[config.mk]
export PLATFORM = sky130hd
export DESIGN_NAME = gem_fiber_in
export DESIGN_NICKNAME = d
export VERILOG_FILES = /design/src/rtl/gem_fiber_in.sv
export SDC_FILE = /design/constraint.sdc
export NUM_CORES = 1
export LEC_CHECK = 0
export ABC_CLOCK_PERIOD_IN_PS = 5900
export BUFFER_PORTS_ARGS = -buffer_cell sky130_fd_sc_hd__buf_2
export CAP_MARGIN = 5
export CORE_ASPECT_RATIO = 0.6
export CORE_UTILIZATION = 53
export CTS_BUF_LIST = sky130_fd_sc_hd__clkbuf_16
export DETAILED_ROUTE_END_ITERATION = 10
export PLACE_DENSITY = 0.81
export SETUP_SLACK_MARGIN = 0.4
export SLEW_MARGIN = 30
export SYNTH_ARGS = -nofsm -noshare
export SYNTH_HDL_FRONTEND = slang
export SYNTH_SLANG_ARGS = --single-unit
[constraint.sdc]
create_clock -name TRG_CLK80 -period 5.9 [get_ports TRG_CLK80]
set_input_delay 0.59 -clock TRG_CLK80 [delete_from_list [all_inputs] [get_ports TRG_CLK80]]
set_output_delay 0.59 -clock TRG_CLK80 [all_outputs]
set_load 0.01 [all_outputs]
[src/rtl/gem_fiber_in.sv]
// gem_fiber_in
// Receive-side frame decoder for the fixed-latency GEM trigger link.
// Consumes the 32-bit word / 4-bit K-flag stream from the trigger GTX receiver.
// It acquires word phase, reassembles each 56-bit cluster frame (a D word
// followed by a K-terminated word) and tracks the BC/F7/FB/FD separator
// rotation. It also maintains link lock and counts bad frames.
//
// Ports
//   TRG_CLK80     in   1   word clock
//   TRG_RST_N     in   1   asynchronous active-low reset
//   RX_DATA       in  32   received word, byte 0 = [7:0]
//   RX_ISK        in   4   per-byte K flags
//   CNT_CLR       in   1   synchronous clear of ERR_CNT (wins over increment)
//   GEM_DATA      out 56   last accepted frame
//   GEM_OVERFLOW  out  1   last accepted frame carried the FC separator
//   DATA_VALID    out  1   one-cycle pulse per frame accepted while locked
//   BX_PHASE      out  2   separator index of last frame (BC,F7,FB,FD = 0..3)
//   LOCKED        out  1   link locked
//   IDLE_SEEN     out  1   previous word was the idle word
//   SEP_ERR       out  1   one-cycle pulse per bad frame while locked
//   ERR_CNT       out 16   saturating bad-frame count
//
// state  | meaning
// -------+-----------------------------------------------------------------
// HUNT   | waiting for a rotation separator (BC/F7/FB/FD) to fix word phase
// SYNC   | phase assumed, counting consecutive good frames towards lock
// LOCKED | link up; frames delivered, bad frames counted

module gem_fiber_in #(
    parameter int LOCK_FRAMES = 4,
    parameter int UNLOCK_ERRS = 2
) (
    input  logic        TRG_CLK80,
    input  logic        TRG_RST_N,
    input  logic [31:0] RX_DATA,
    input  logic [3:0]  RX_ISK,
    input  logic        CNT_CLR,
    output logic [55:0] GEM_DATA,
    output logic        GEM_OVERFLOW,
    output logic        DATA_VALID,
    output logic [1:0]  BX_PHASE,
    output logic        LOCKED,
    output logic        IDLE_SEEN,
    output logic        SEP_ERR,
    output logic [15:0] ERR_CNT
);

    localparam int GW = $clog2(LOCK_FRAMES + 1);
    localparam int BW = $clog2(UNLOCK_ERRS + 1);

    localparam logic [1:0] S_HUNT   = 2'd0;
    localparam logic [1:0] S_SYNC   = 2'd1;
    localparam logic [1:0] S_LOCKED = 2'd2;

    // word classification
    logic [7:0] sep;
    logic [1:0] sep_idx;
    logic       sep_rot;
    logic       sep_fc;
    logic       is_d;
    logic       is_k;
    logic       is_i;
    logic       is_x;

    assign sep = RX_DATA[7:0];

    always_comb begin
        sep_rot = 1'b1;
        sep_idx = 2'd0;
        case (sep)
            8'hBC:   sep_idx = 2'd0;
            8'hF7:   sep_idx = 2'd1;
            8'hFB:   sep_idx = 2'd2;
            8'hFD:   sep_idx = 2'd3;
            default: sep_rot = 1'b0;
        endcase
        sep_fc = (sep == 8'hFC);
        is_d   = (RX_ISK == 4'b0000);
        is_k   = (RX_ISK == 4'b0001) && (sep_rot || sep_fc);
        is_i   = (RX_ISK == 4'b0101) && (RX_DATA == 32'h50BC50BC);
        is_x   = !(is_d || is_k || is_i);
    end

    // state
    logic [1:0]    state_q, state_d;
    logic          ph_q, ph_d;          // 0: expecting D slot, 1: expecting K slot
    logic [1:0]    exp_q, exp_d;        // expected separator index
    logic [GW-1:0] good_q, good_d;
    logic [BW-1:0] bad_q, bad_d;
    logic [31:0]   hold_q, hold_d;
    logic [55:0]   gem_q, gem_d;
    logic          ovf_q, ovf_d;
    logic [1:0]    bx_q, bx_d;
    logic          dv_q, dv_d;
    logic          serr_q, serr_d;
    logic [15:0]   err_cnt_q, err_cnt_d;
    logic          locked_q;
    logic          idle_q;
    logic          frame_good;
    logic          frame_bad;

    always_comb begin
        state_d    = state_q;
        ph_d       = ph_q;
        exp_d      = exp_q;
        good_d     = good_q;
        bad_d      = bad_q;
        hold_d     = hold_q;
        gem_d      = gem_q;
        ovf_d      = ovf_q;
        bx_d       = bx_q;
        dv_d       = 1'b0;
        serr_d     = 1'b0;
        err_cnt_d  = err_cnt_q;
        frame_good = 1'b0;
        frame_bad  = 1'b0;

        if (is_i) begin
            state_d = S_HUNT;
            ph_d    = 1'b0;
            good_d  = '0;
            bad_d   = '0;
        end else if (state_q == S_HUNT) begin
            // FC carries no rotation position, so it cannot seed exp
            if (is_k && sep_rot) begin
                state_d = S_SYNC;
                ph_d    = 1'b0;
                exp_d   = sep_idx + 2'd1;
                good_d  = '0;
                bad_d   = '0;
            end
        end else if (state_q == S_SYNC || state_q == S_LOCKED) begin
            // slot check; on a wrong class the received word redefines the phase
            if (is_x) begin
                frame_bad = 1'b1;
                ph_d      = ~ph_q;
            end else if (!ph_q) begin
                if (is_d) begin
                    hold_d = RX_DATA;
                    ph_d   = 1'b1;
                end else begin
                    frame_bad = 1'b1;
                    ph_d      = 1'b0;
                end
            end else if (is_k) begin
                ph_d = 1'b0;
                if (sep_fc || sep_idx == exp_q) begin
                    frame_good = 1'b1;
                    exp_d      = exp_q + 2'd1;
                    gem_d      = {hold_q, RX_DATA[31:8]};
                    ovf_d      = sep_fc;
                    bx_d       = exp_q;
                end else begin
                    // re-align rotation so a single slip costs one error
                    frame_bad = 1'b1;
                    exp_d     = sep_idx + 2'd1;
                end
            end else begin
                frame_bad = 1'b1;
                hold_d    = RX_DATA;
                ph_d      = 1'b1;
            end

            if (state_q == S_SYNC) begin
                if (frame_bad) begin
                    state_d = S_HUNT;
                    ph_d    = 1'b0;
                end else if (frame_good) begin
                    if (good_q == GW'(LOCK_FRAMES - 1)) begin
                        state_d = S_LOCKED;
                        good_d  = '0;
                        bad_d   = '0;
                    end else begin
                        good_d = good_q + GW'(1);
                    end
                end
            end else begin
                if (frame_bad) begin
                    serr_d = 1'b1;
                    if (err_cnt_q != 16'hFFFF) begin
                        err_cnt_d = err_cnt_q + 16'd1;
                    end
                    if (bad_q == BW'(UNLOCK_ERRS - 1)) begin
                        state_d = S_HUNT;
                        ph_d    = 1'b0;
                        bad_d   = '0;
                    end else begin
                        bad_d = bad_q + BW'(1);
                    end
                end else if (frame_good) begin
                    dv_d  = 1'b1;
                    bad_d = '0;
                end
            end
        end else begin
            state_d = S_HUNT;
        end

        if (CNT_CLR) begin
            err_cnt_d = '0;
        end
    end

    always_ff @(posedge TRG_CLK80 or negedge TRG_RST_N) begin
        if (!TRG_RST_N) begin
            state_q   <= S_HUNT;
            ph_q      <= 1'b0;
            exp_q     <= 2'd0;
            good_q    <= '0;
            bad_q     <= '0;
            hold_q    <= '0;
            gem_q     <= '0;
            ovf_q     <= 1'b0;
            bx_q      <= 2'd0;
            dv_q      <= 1'b0;
            serr_q    <= 1'b0;
            err_cnt_q <= '0;
            locked_q  <= 1'b0;
            idle_q    <= 1'b0;
        end else begin
            state_q   <= state_d;
            ph_q      <= ph_d;
            exp_q     <= exp_d;
            good_q    <= good_d;
            bad_q     <= bad_d;
            hold_q    <= hold_d;
            gem_q     <= gem_d;
            ovf_q     <= ovf_d;
            bx_q      <= bx_d;
            dv_q      <= dv_d;
            serr_q    <= serr_d;
            err_cnt_q <= err_cnt_d;
            locked_q  <= (state_d == S_LOCKED);
            idle_q    <= is_i;
        end
    end

    assign GEM_DATA     = gem_q;
    assign GEM_OVERFLOW = ovf_q;
    assign DATA_VALID   = dv_q;
    assign BX_PHASE     = bx_q;
    assign LOCKED       = locked_q;
    assign IDLE_SEEN    = idle_q;
    assign SEP_ERR      = serr_q;
    assign ERR_CNT      = err_cnt_q;

endmodule
# [Word-level counts from Yosys, hierarchy flattened]
# Cells that the tools add are included.
[totals] out_inout_bits=79 in_bits=39 reg_bits=121 word_cells=163
[op_classes] n_eq_ne=25 mux=86 addsub=5 reduce_logical=30 bitwise=3
[ops] op="$mux W16" count=7
[ops] op="$mux W32" count=3
[ops] op="$mux W2" count=28
[ops] op="$eq A8 B8 Y1 const B" count=5
[ops] op="$mux W1" count=39
[ops] op="$eq A32 B31 Y1 const B" count=1
[ops] op="$mux W3" count=8
[ops] op="$reduce_and A6 Y1" count=4
[ops] op="$add A16 B1 Y16 const B" count=1
[ops] op="$ne A16 B16 Y1 const B" count=1
[ops] op="$reduce_bool A2 Y1" count=8
[ops] op="$reduce_bool A3 Y1" count=3
[ops] op="$ne A2 B2 Y1 const B" count=4
[ops] op="$ne A4 B3 Y1 const B" count=2
[ops] op="$reduce_and A7 Y1" count=1
[ops] op="$add A2 B1 Y2 const B" count=3
[ops] op="$pmux W2 S3" count=1
[ops] op="$logic_or A1 B1 Y1" count=5
[ops] op="$reduce_and A5 Y1" count=1
[ops] op="$eq A2 B1 Y1 const B" count=2
[ops] op="$eq A2 B2 Y1 const B" count=2
[ops] op="$eq A4 B1 Y1 const B" count=1
[ops] op="$eq A4 B3 Y1 const B" count=1
[ops] op="$logic_not A4 Y1" count=1
[ops] op="13 further kinds" count=17

# [Logic depth before layout (Yosys ltp)]
[depth] ltp_word=18 depth_mapped=10 mapped_depth_nobuf=8

# [Worst setup path before layout]
# OpenSTA, ideal clock, no wires.
[synth_timing] path_type="in2reg" from="input RX_DATA[1]" to="register gem_q[15], in the netlist GEM_DATA[15]" required_time_ns=5.775 cell_stages=9 arrival_ns=2.559 path_slack_ns=3.216 path_cell_list="buf_6 -> xnor2_1 -> o22a_2 -> o311ai_4 -> or4_4 -> nor2_4 -> buf_8 -> buf_12 -> mux2_4"
[synth_via] elab_chain_cells=8 word_cells_on_any_way=18 classes_between="7 x eq/ne; 2 x mux; 1 x bitwise; 8 x reduce/logical"
[synth_lines] item="start: declaration" line="35" source="input logic [31:0] RX_DATA,"
[synth_lines] item="$eq A8 B8 Y1" line="70" source="case (sep)"
[synth_lines] item="$reduce_or A4 Y1 (no source line)"
[synth_lines] item="$mux W1" line="70"
[synth_lines] item="$logic_or A1 B1 Y1" line="79" source="is_k = (RX_ISK == 4'b0001) && (sep_rot || sep_fc);"
[synth_lines] item="$logic_and A1 B1 Y1" line="79"
[synth_lines] item="$logic_or A1 B1 Y1 (2 in series)" line="81" source="is_x = !(is_d || is_k || is_i);"
[synth_lines] item="$reduce_and A7 Y1 (no source line) (*)"
[synth_lines] item="end signal: assignment" line="227" source="gem_q <= gem_d;"
[synth_lines] item="end: declaration" line="91" source="logic [55:0] gem_q, gem_d;"
# Mark *: on every way between the ends. The rest lies on a longest branch, timed or not.
# A chain may end at the register's enable or synchronous reset.

# [Worst setup path after layout]
[layout_timing] from="input RX_DATA[6]" to="register gem_q[1], in the netlist GEM_DATA[1]"
# Same word-level chain as after synthesis.

==> flow_summary.ini <==
[outcome]
status = completed

[timing]
rsz0062_at_grt = no
fin_tns_setup_ps = 0
post-route-period-util_pct = 58.69
hold_viol_final = 0
maxSlewViolCount = 0
setup_viol = 0
max_freq_mhz = 288.8
tightest_slew_ps = 826.6
fin_worst_skew_ps = 8.176
max_slew_margin_pct = 44.76
finalCriticalPeriod_ps = 3462

[drt]
drcViolationCount = 0
drt-initial-drc-count = 418
first_pass_iters = 5
vias = 4213
antenna_left = 0
routed_wl_mm = 13.91
wl_per_cell_um = 19.64
viasPerCell = 5.951

[floorplan]
initial_core_util_pct = 56.24
dieArea_mm2 = 0.01121
io-pin-count = 118
rows = 28
die_x_um = 136.1
coreArea_mm2 = 0.01016
die_h_um = 82.43

[clock_tree]
path_clk_slew_ps = 60
cts_root_buf = clkbuf_16
cts_buffers = 17
tritoncts = yes
cts_max_level = 4
cts_sinks = 121
cts_resized = 0
worstSkewPairLatency_ps = 410
cts_setup_buffers = 0
clockBufferDepth = 2
hold_buffers = 0

[global_route]
grt_use_total_pct = 26.72
antenna_found_initial = 0
grt_pass1_wl_mm = 22.11
grt_pass1_vias = 4094
grt-ovfl-total = 0
grt_max_degree = 71

[place]
placed_cells = 676
portBuffers = 117
dpl.hpwl_mm = 9.373
place.gp.congestion = 0.9201

[setup_path]
r2r_start = exp_q[1]
path_max_fanout = 31
arrival_ps = 3750
setup.worst_path.end_class = flip-flop
path_class = in2reg
r2r_slack_ps = 2590
cp-start-kind = primary input
reg2reg_depth = 7
rr_endpoint = GEM_DATA[1]
worstPathRequired_ps = 6190

[logic_synthesis]
syn_avg_cell_area_um2 = 12.90
yosysMostFrequentCell = dfrtp_1
ys_top_cells_by_area = dfrtp_1 53%, mux2_2 14%, mux2_4 5.8%
ys.warnings.count = 0
ys_seq_area_share_pct = 52.99
synth_cells = 443
synth_nets = 487
synth_area_mm2 = 0.005714
synth_top_cell_by_area = dfrtp_1
synth_top_area_share_pct = 52.99
synth_common_cells = 121 x dfrtp_1, 71 x mux2_2, 22 x mux2_4
synth_cell_types = 62
ys.flop_type = dfrtp_1
synth_edf_count = 0
synthArstFlopShare_pct = 100.0
ys_ff_latch = 121

[finish]
finalNonFillerCells = 708
nets = 604
n_antenna_cell = 0
layout-area-overhead-vs-synth_pct = 21.37
drive_gt1_share_pct = 45.03

[pwr]
power_leakage_nw = 3.529
vdd_drop_max_mv = 0.2290
power.total_mw = 1.989
powerDensity_mw_per_mm2 = 286.8

[min_path]
hold_class = in2async

[job]
max_cap_viol_count = 0
[where the power goes]
part	internal, mW	switching, mW	total [mW]
Combinational	0.0308	0.0590	0.0898
Clock	0.664	0.389	1.05
Sequential	0.839	0.00691	0.846
[layer usage]
metal	share of wire, %	wire [um]	track usage [%]	vias up
li1	-	-	-	1876
met1	44	6134	35.78	2120
met2	46	6398	41.73	195
met3	8.4	1164	8.181	22
met4	1.5	209	8.778	0
met5	0	0	0	-
[cell usage in the layout, fill, tap and decap left out, types with 3 or more instances in the layout]
cell | synthesis | final
o31ai_1 | 11 | 11
clkinv_4 | 0 | 5
or3_1 | 5 | 5
or4_1 | 12 | 12
o21ai_0 | 9 | 9
nand3b_1 | 4 | 4
mux2_2 | 71 | 71
ha_1 | 5 | 5
nor4b_1 | 3 | 3
nand4b_1 | 3 | 3
a21oi_1 | 18 | 18
nor2b_1 | 8 | 8
nor4_1 | 5 | 5
dfrtp_1 | 121 | 121
nor2_1 | 17 | 17
mux2_4 | 22 | 22
nor3_1 | 6 | 5
buf_4 | 7 | 4
bufinv_16 | 0 | 3
nand2_1 | 19 | 19
nand4_1 | 7 | 7
inv_1 | 7 | 8
clkbuf_16 | 0 | 17
nand3_1 | 11 | 11
buf_2 | 6 | 116
clkinvlp_4 | 0 | 3
and3_1 | 11 | 11
nor4bb_1 | 3 | 3
[state kept, by name, summed over array words and instances, names as in the netlist]
name / flops
good_q: 3
hold_q: 32
ERR_CNT: 16
ph_q: 1
GEM_OVERFLOW: 1
BX_PHASE: 2
SEP_ERR: 1
exp_q: 2
IDLE_SEEN: 1
bad_q: 2
GEM_DATA: 56
state_q: 2
LOCKED: 1
DATA_VALID: 1
[worst max path at each step]
stage	startpoint	endpoint	slack, ps	cells past startpoint
after detailed placement	RX_DATA[6]	GEM_DATA[1]	2070	8
after floorplan	RX_DATA[1]	GEM_DATA[15]	3220	9
final	RX_DATA[6]	GEM_DATA[1]	2440	8
after global placement	RX_DATA[1]	BX_PHASE[1]	2190	8
after global routing	RX_DATA[6]	GEM_DATA[1]	2240	8
after CTS	RX_DATA[6]	GEM_DATA[1]	2470	8
[area by class of cell]
cell class | instances | area (um^2)
clock inverter | 15 | 178.9
inverter | 7 | 26.28
sequential | 121 | 3028
multi-input combinational | 292 | 2486
clock buffer | 17 | 425.4
timing repair buffer | 121 | 621.8
tap | 135 | 168.9
fill | 720 | 3224
[per-stage QoR]
step / setup WS [ps] / util [%] / area [um^2] / hold WS [ps]
floorplan: 3216 / - / 5714 / 294.4
detailed placement: 2071 / 62.28 / 6327 / 476.0
CTS: 2468 / 68.23 / 6932 / 315.8
finish: 2438 / 68.26 / 6935 / 170.3
global route: 2244 / 68.26 / 6935 / 221.6
global placement: 2190 / 62.28 / 6327 / 471.7
[kinds of logic (layout without fill, tap and decap cells)]
| family | count (synthesis) | in the layout | synth area share (%) |
|---|---|---|---|
| multiplexers | 96 | 96 | 20.34 |
| AND/OR/NAND/NOR | 128 | 128 | 14.10 |
| XOR/XNOR | 3 | 3 | 0.4599 |
| AO/OA/AOI/OAI | 60 | 60 | 7.423 |
| adder cells (fa/ha/maj) | 5 | 5 | 1.095 |
| flip-flops | 121 | 121 | 52.99 |
| buffers and inverters | 30 | 160 | 3.591 |
[worst max-delay path, stage by stage]
cell     delay, ps
buf_2          190
nand4_2        240
nand2_1        140
o21ai_0        250
or4_4          660
nor2_4         680
buf_4          570
mux2_2         400
(Power assumes the default switching activity.)
